==> config.mk <==
export PLATFORM = sky130hd
export DESIGN_NAME = alu_arbiter_flat
export DESIGN_NICKNAME = d
export VERILOG_FILES = /design/src/rtl/alu_arbiter_if.sv /design/src/rtl/alu_arbiter.sv /design/src/flat_wrapper.sv
export SDC_FILE = /design/constraint.sdc
export NUM_CORES = 1
export LEC_CHECK = 0
export CORE_UTILIZATION = 31
export DETAILED_ROUTE_END_ITERATION = 8
export PLACE_DENSITY = 0.86
export REMOVE_ABC_BUFFERS = 1
export SLEW_MARGIN = 20
export SYNTH_ARGS = -nofsm -noshare
export SYNTH_HDL_FRONTEND = slang
export SYNTH_SLANG_ARGS = --single-unit
export TNS_END_PERCENT = 5
==> constraint.sdc <==
create_clock -name clk -period 1.4 [get_ports clk]
set_input_delay 0.14 -clock clk [delete_from_list [all_inputs] [get_ports clk]]
set_output_delay 0.14 -clock clk [all_outputs]
set_load 0.1 [all_outputs]
==> src/rtl/alu_arbiter_if.sv <==
// rtl/alu_arbiter_if.sv - request, ALU and response signal bundle for alu_arbiter
// slave: arbiter view; master: issue logic / ALU / consumer view.
interface alu_arbiter_if #(
  parameter int WIDTH = 32,
  parameter int CW    = 4
);
  logic             req0_valid;
  logic             req0_ready;
  logic [WIDTH-1:0] req0_d1;
  logic [WIDTH-1:0] req0_d2;
  logic [CW-1:0]    req0_ctrl;
  logic             req1_valid;
  logic             req1_ready;
  logic [WIDTH-1:0] req1_d1;
  logic [WIDTH-1:0] req1_d2;
  logic [CW-1:0]    req1_ctrl;
  logic [WIDTH-1:0] alu_d1;
  logic [WIDTH-1:0] alu_d2;
  logic [CW-1:0]    alu_control;
  logic [WIDTH-1:0] alu_result;
  logic             rsp_valid;
  logic             rsp_ready;
  logic [WIDTH-1:0] rsp_result;
  logic             rsp_id;
  logic             rsp_illegal;

  modport slave (
    input  req0_valid, req0_d1, req0_d2, req0_ctrl,
    output req0_ready,
    input  req1_valid, req1_d1, req1_d2, req1_ctrl,
    output req1_ready,
    output alu_d1, alu_d2, alu_control,
    input  alu_result,
    output rsp_valid, rsp_result, rsp_id, rsp_illegal,
    input  rsp_ready
  );

  modport master (
    output req0_valid, req0_d1, req0_d2, req0_ctrl,
    input  req0_ready,
    output req1_valid, req1_d1, req1_d2, req1_ctrl,
    input  req1_ready,
    input  alu_d1, alu_d2, alu_control,
    output alu_result,
    input  rsp_valid, rsp_result, rsp_id, rsp_illegal,
    output rsp_ready
  );
endinterface

==> src/rtl/alu_arbiter.sv <==
// rtl/alu_arbiter.sv - round-robin sharing of one external ALU between two requesters
// One operation in flight: IDLE accepts, EXEC captures the ALU result, RESP holds it
// until the consumer takes it. Illegal control codes yield result 0 and rsp_illegal.
module alu_arbiter #(
  parameter int WIDTH = 32,
  parameter int CW    = 4
) (
  input  logic clk,
  input  logic rst,
  alu_arbiter_if.slave bus
);

  typedef enum logic [1:0] {
    IDLE = 2'd0,
    EXEC = 2'd1,
    RESP = 2'd2
  } state_t;

  state_t           state;
  state_t           state_next;
  logic             last_grant;
  logic             grant;
  logic             accept;
  logic             ctrl_legal;
  logic [WIDTH-1:0] d1_q;
  logic [WIDTH-1:0] d2_q;
  logic [CW-1:0]    ctrl_q;
  logic [WIDTH-1:0] result_q;
  logic             rsp_valid_q;
  logic             rsp_id_q;
  logic             rsp_illegal_q;

  // Pick the requester: a lone valid wins, a tie goes to the one not served last.
  always_comb begin
    grant = 1'b0;
    if (bus.req0_valid && bus.req1_valid) begin
      grant = ~last_grant;
    end else if (bus.req1_valid) begin
      grant = 1'b1;
    end
  end

  // Ready is withheld during reset so nothing is accepted that reset would drop.
  assign accept         = (state == IDLE) && !rst && (bus.req0_valid || bus.req1_valid);
  assign bus.req0_ready = accept && !grant;
  assign bus.req1_ready = accept && grant;

  // Decode the latched control code; anything outside the ALU's encodings is illegal.
  always_comb begin
    ctrl_legal = 1'b0;
    case (ctrl_q)
      4'b0000, 4'b0001, 4'b0010, 4'b0011,
      4'b0100, 4'b0101, 4'b0110, 4'b0111,
      4'b1000, 4'b1101: ctrl_legal = 1'b1;
      default:          ctrl_legal = 1'b0;
    endcase
  end

  // State register.
  always_ff @(posedge clk) begin
    if (rst) begin
      state <= IDLE;
    end else begin
      state <= state_next;
    end
  end

  // Next-state: accept -> one execute cycle -> hold response until taken.
  always_comb begin
    state_next = state;
    case (state)
      IDLE:    if (accept) state_next = EXEC;
      EXEC:    state_next = RESP;
      RESP:    if (bus.rsp_ready) state_next = IDLE;
      default: state_next = IDLE;
    endcase
  end

  // Operand latch on accept, result capture in EXEC, response retire in RESP.
  always_ff @(posedge clk) begin
    if (rst) begin
      last_grant    <= 1'b1;
      d1_q          <= '0;
      d2_q          <= '0;
      ctrl_q        <= '0;
      result_q      <= '0;
      rsp_valid_q   <= 1'b0;
      rsp_id_q      <= 1'b0;
      rsp_illegal_q <= 1'b0;
    end else begin
      if (accept) begin
        d1_q       <= grant ? bus.req1_d1   : bus.req0_d1;
        d2_q       <= grant ? bus.req1_d2   : bus.req0_d2;
        ctrl_q     <= grant ? bus.req1_ctrl : bus.req0_ctrl;
        rsp_id_q   <= grant;
        last_grant <= grant;
      end
      if (state == EXEC) begin
        // The ALU output is undefined for illegal codes, so it is masked, not passed.
        result_q      <= ctrl_legal ? bus.alu_result : '0;
        rsp_illegal_q <= !ctrl_legal;
        rsp_valid_q   <= 1'b1;
      end
      if (state == RESP && bus.rsp_ready) begin
        rsp_valid_q <= 1'b0;
      end
    end
  end

  assign bus.alu_d1      = d1_q;
  assign bus.alu_d2      = d2_q;
  assign bus.alu_control = ctrl_q;
  assign bus.rsp_valid   = rsp_valid_q;
  assign bus.rsp_result  = result_q;
  assign bus.rsp_id      = rsp_id_q;
  assign bus.rsp_illegal = rsp_illegal_q;

endmodule
==> src/flat_wrapper.sv <==
// flat-port wrapper written by rule: the top's interface ports become plain ports
module alu_arbiter_flat 
#(
  parameter int WIDTH = 32,
  parameter int CW    = 4
)
  (clk, rst, bus_req0_valid, bus_req0_d1, bus_req0_d2, bus_req0_ctrl, bus_req0_ready, bus_req1_valid, bus_req1_d1, bus_req1_d2, bus_req1_ctrl, bus_req1_ready, bus_alu_d1, bus_alu_d2, bus_alu_control, bus_alu_result, bus_rsp_valid, bus_rsp_result, bus_rsp_id, bus_rsp_illegal, bus_rsp_ready);
  alu_arbiter_if #(.WIDTH(WIDTH), .CW(CW)) bus_i ();
  input  logic clk;
  input  logic rst;
  input wire logic [$bits(bus_i.req0_valid)-1:0] bus_req0_valid;
  input wire logic [$bits(bus_i.req0_d1)-1:0] bus_req0_d1;
  input wire logic [$bits(bus_i.req0_d2)-1:0] bus_req0_d2;
  input wire logic [$bits(bus_i.req0_ctrl)-1:0] bus_req0_ctrl;
  output wire logic [$bits(bus_i.req0_ready)-1:0] bus_req0_ready;
  input wire logic [$bits(bus_i.req1_valid)-1:0] bus_req1_valid;
  input wire logic [$bits(bus_i.req1_d1)-1:0] bus_req1_d1;
  input wire logic [$bits(bus_i.req1_d2)-1:0] bus_req1_d2;
  input wire logic [$bits(bus_i.req1_ctrl)-1:0] bus_req1_ctrl;
  output wire logic [$bits(bus_i.req1_ready)-1:0] bus_req1_ready;
  output wire logic [$bits(bus_i.alu_d1)-1:0] bus_alu_d1;
  output wire logic [$bits(bus_i.alu_d2)-1:0] bus_alu_d2;
  output wire logic [$bits(bus_i.alu_control)-1:0] bus_alu_control;
  input wire logic [$bits(bus_i.alu_result)-1:0] bus_alu_result;
  output wire logic [$bits(bus_i.rsp_valid)-1:0] bus_rsp_valid;
  output wire logic [$bits(bus_i.rsp_result)-1:0] bus_rsp_result;
  output wire logic [$bits(bus_i.rsp_id)-1:0] bus_rsp_id;
  output wire logic [$bits(bus_i.rsp_illegal)-1:0] bus_rsp_illegal;
  input wire logic [$bits(bus_i.rsp_ready)-1:0] bus_rsp_ready;
  assign bus_i.req0_valid = bus_req0_valid;
  assign bus_i.req0_d1 = bus_req0_d1;
  assign bus_i.req0_d2 = bus_req0_d2;
  assign bus_i.req0_ctrl = bus_req0_ctrl;
  assign bus_req0_ready = bus_i.req0_ready;
  assign bus_i.req1_valid = bus_req1_valid;
  assign bus_i.req1_d1 = bus_req1_d1;
  assign bus_i.req1_d2 = bus_req1_d2;
  assign bus_i.req1_ctrl = bus_req1_ctrl;
  assign bus_req1_ready = bus_i.req1_ready;
  assign bus_alu_d1 = bus_i.alu_d1;
  assign bus_alu_d2 = bus_i.alu_d2;
  assign bus_alu_control = bus_i.alu_control;
  assign bus_i.alu_result = bus_alu_result;
  assign bus_rsp_valid = bus_i.rsp_valid;
  assign bus_rsp_result = bus_i.rsp_result;
  assign bus_rsp_id = bus_i.rsp_id;
  assign bus_rsp_illegal = bus_i.rsp_illegal;
  assign bus_i.rsp_ready = bus_rsp_ready;
  alu_arbiter #(.WIDTH(WIDTH), .CW(CW)) u_core (.clk(clk), .rst(rst), .bus(bus_i));
endmodule
==> impl_metrics.ini <==
[status]
run_status = finished, violations left
failed_checks = negative setup slack

[clock_tree]
holdBufCountCts = 0
insertion_delay_ns = 0.34
numCtsBuffers = 9
htreeDepth = 3
root_buffer = clkbuf_16
clock-sinks = 107
cts.path.max_buffers = 2
cts_tree = yes
cts.clk_slew.worst_paths_ns = 0.07

[grt]
grt_pass1_vias = 4894
grt.overflow.total = 0
grt_max_degree = 63
grt_usage_pct = 26.2
grt_pass1_wl_um = 25900
antenna_found_initial = 0

[finish]
fin_cells = 862
utilization_pct = 70.4
mostFrequentLayoutCell = clkdlybuf4s50_1
final_cell_mix = 170 x clkdlybuf4s50_1, 110 x buf_12, 104 x dfxtp_1
fin_nets = 863
layout-drive-gt1-share_pct = 24.4
n_antenna_cell = 0
area_growth_pct = 120

[job]
drv_cap = 0

[timing]
layout_setup_ws_ns = -0.321
clock_skew_ns = 0.00644
fin_crit_sh_pct = 123
fmax_mhz = 581
setup_viol = 72
tightest_slew_ns = 0.677
finalMaxSlewViolations = 0
setup_tns_ns = -14.07
fin_crit_ns = 1.72
hold_viol = 0
max_slew_margin_pct = 54.9
rsz0062_at_grt = yes

[synthesis]
synthMuxAreaShare_pct = 0
synthAdderAreaFrac_pct = 0
synthSimpleGateAreaFrac_pct = 15.6
avgSynthCellArea_um2 = 9.37
synth_compound_area_share_pct = 23.3
ys_types = 21
syn_area_um2 = 3850
synth_warnings = 0
ys_seq_area_share_pct = 55.6
ys_ff_latch = 107
syn-instance-count = 411
synthXorXnorAreaFrac_pct = 0.227
synth_top_family_by_area = compound AO/OA/AOI/OAI gates

[power_and_ir_drop]
cellLeakagePower_nw = 3.28
powerDensity_nw_per_um2 = 1160
p_total_mw = 9.87
ir_worst_vdd_mv = 0.683

[setup_path]
r2r_slack_ns = -0.32
worstSetupPathType = flip-flop to flip-flop
crit_family = compound AO/OA/AOI/OAI gates
cp_data_required_time_ns = 1.62
slowest_stage = dfxtp_2
rr_worst_depth = 7
end_kind = flip-flop
r2r_start = u_core.last_grant
crit_chain = nand2b_4 -> and3_4 -> buf_8 -> a222oi_1 -> buf_4 -> xor2_2 -> o21ai_1
crit_buf_inv = 2
cp_data_arrival_time_ns = 1.94
critPathLaunchType = flip-flop
critPathMaxFanout = 5
r2r-end = u_core.ctrl_legal
cp_slowest_stage_delay_ns = 0.34

[placed_design]
dpl.hpwl_um = 11500
dp_cells = 831
port_buffers = 277
gp_congestion = 0.859
dp_slack_ns = -0.482

[routing]
wl_um = 17100
via_per_inst = 5.37
wire_per_inst_um = 19.8
vias = 4632
drt_pass1_iterations = 6
ant_nets = 0
drc = 0
drt-initial-drc-count = 615

[die]
dieHeight_um = 113
dieArea_um2 = 12900
initial_core_util_pct = 31.9
rows = 40
design.core.area_um2 = 12100
io_pins = 278
die_w_um = 113

[hold_path]
hp-class = primary input to flip-flop
min_from = bus_alu_result[16]
holdPathEnd = u_core.bus.rsp_result[16]
worstHoldPathCells = 3
==> logic make-up (layout without fill, tap and decap cells) <==
| family | after synthesis | after routing |
|---|---|---|
| AOI/OAI and AO/OA | 109 | 109 |
| xor gates and xnor gates | 1 | 1 |
| and+or+nand+nor | 144 | 144 |
| DFF | 107 | 107 |
| buffers and inverters | 50 | 333 |
==> through the flow <==
| step | instance area, um^2 | hold WS [ns] |
|---|---|---|
| final | 8490 | 0.381 |
| after global routing | 8490 | 0.367 |
| after CTS | 8450 | 0.312 |
| after detailed placement | 7920 | 0.486 |
| after global placement | 7920 | 0.476 |
| after floorplan | 3660 | 0.209 |
==> area by class of cell <==
cell class,count,area (um^2)
fillers,801,3570
clock inverters,2,35.0
clock buffers,13,260
well taps,168,210
flip-flops and latches,107,2150
inverters,4,15.0
multi-input cells,254,1560
repair buffers,314,4260
==> power by group <==
| part | switching [mW] | leakage (nW) | internal, mW |
|---|---|---|---|
| clock | 1.07 | 0.146 | 1.47 |
| sequential | 0.245 | 0.875 | 3.27 |
| combinational | 2.22 | 2.26 | 1.59 |
==> metal layers <==
| metal | wire, um | track usage, % | up-vias |
|---|---|---|---|
| met2 | 8690 | 46.7 | 293 |
| met3 | 1710 | 8.13 | 45 |
| met1 | 6070 | 28.0 | 2189 |
| li1 | - | - | 2105 |
| met5 | 0 | 0 | - |
| met4 | 606 | 13.2 | 0 |
==> registers in the layout (all words and copies together), names as in the netlist <==
register                cells
u_core.bus.alu_control      4
u_core.bus.alu_d1          32
u_core.bus.alu_d2          32
u_core.bus.rsp_id           1
u_core.bus.rsp_result      32
u_core.state                2
u_core.last_grant           1
u_core.bus.rsp_valid        1
u_core.ctrl_legal           1
u_core.bus.rsp_illegal      1
==> tightest hold or removal path: stages <==
cell	delay [ns]
clkdlybuf4s50_1	0.39
nand3_1	0.08
a21oi_1	0.06
==> Yosys cell counts <==
master,n,share of area [%]
a222oi_1,68,18
a211o_1,1,0.23
a21oi_1,33,4.3
nor2b_1,1,0.16
dfxtp_1,107,56
nor2_1,73,7.1
clkbuf_1,33,3.2
buf_2,11,1.4
nand2_1,33,3.2
nand3_1,32,4.2
o21ai_1,2,0.26
o21ai_0,2,0.26
and3_1,2,0.32
clkbuf_2,1,0.13
a31o_2,1,0.23
buf_1,1,0.097
nand2b_1,2,0.32
xor2_1,1,0.23
inv_1,4,0.39
a211oi_1,2,0.39
nor3_2,1,0.26
==> worst max-delay path by stage <==
stage                                 start           endpoint  cells after the start
after floorplan             u_core.state[1]  u_core.ctrl_legal                      5
after global placement       bus_req1_valid  u_core.ctrl_legal                      6
after detailed placement     bus_req1_valid  u_core.ctrl_legal                      6
after CTS                   u_core.state[0]     bus_req0_ready                      5
after global routing        u_core.state[0]  u_core.ctrl_legal                      8
final                     u_core.last_grant  u_core.ctrl_legal                      7
==> repair_timing <==
item / 4_1_cts / 5_1_grt
setup endpoints to repair: 73 / 73
cloned: 4 / 0
resized for setup: 13 / 10
setup buffers: 10 / 3
pin swaps: 35 / 15
Note: power is estimated with default switching activity, not from simulation.
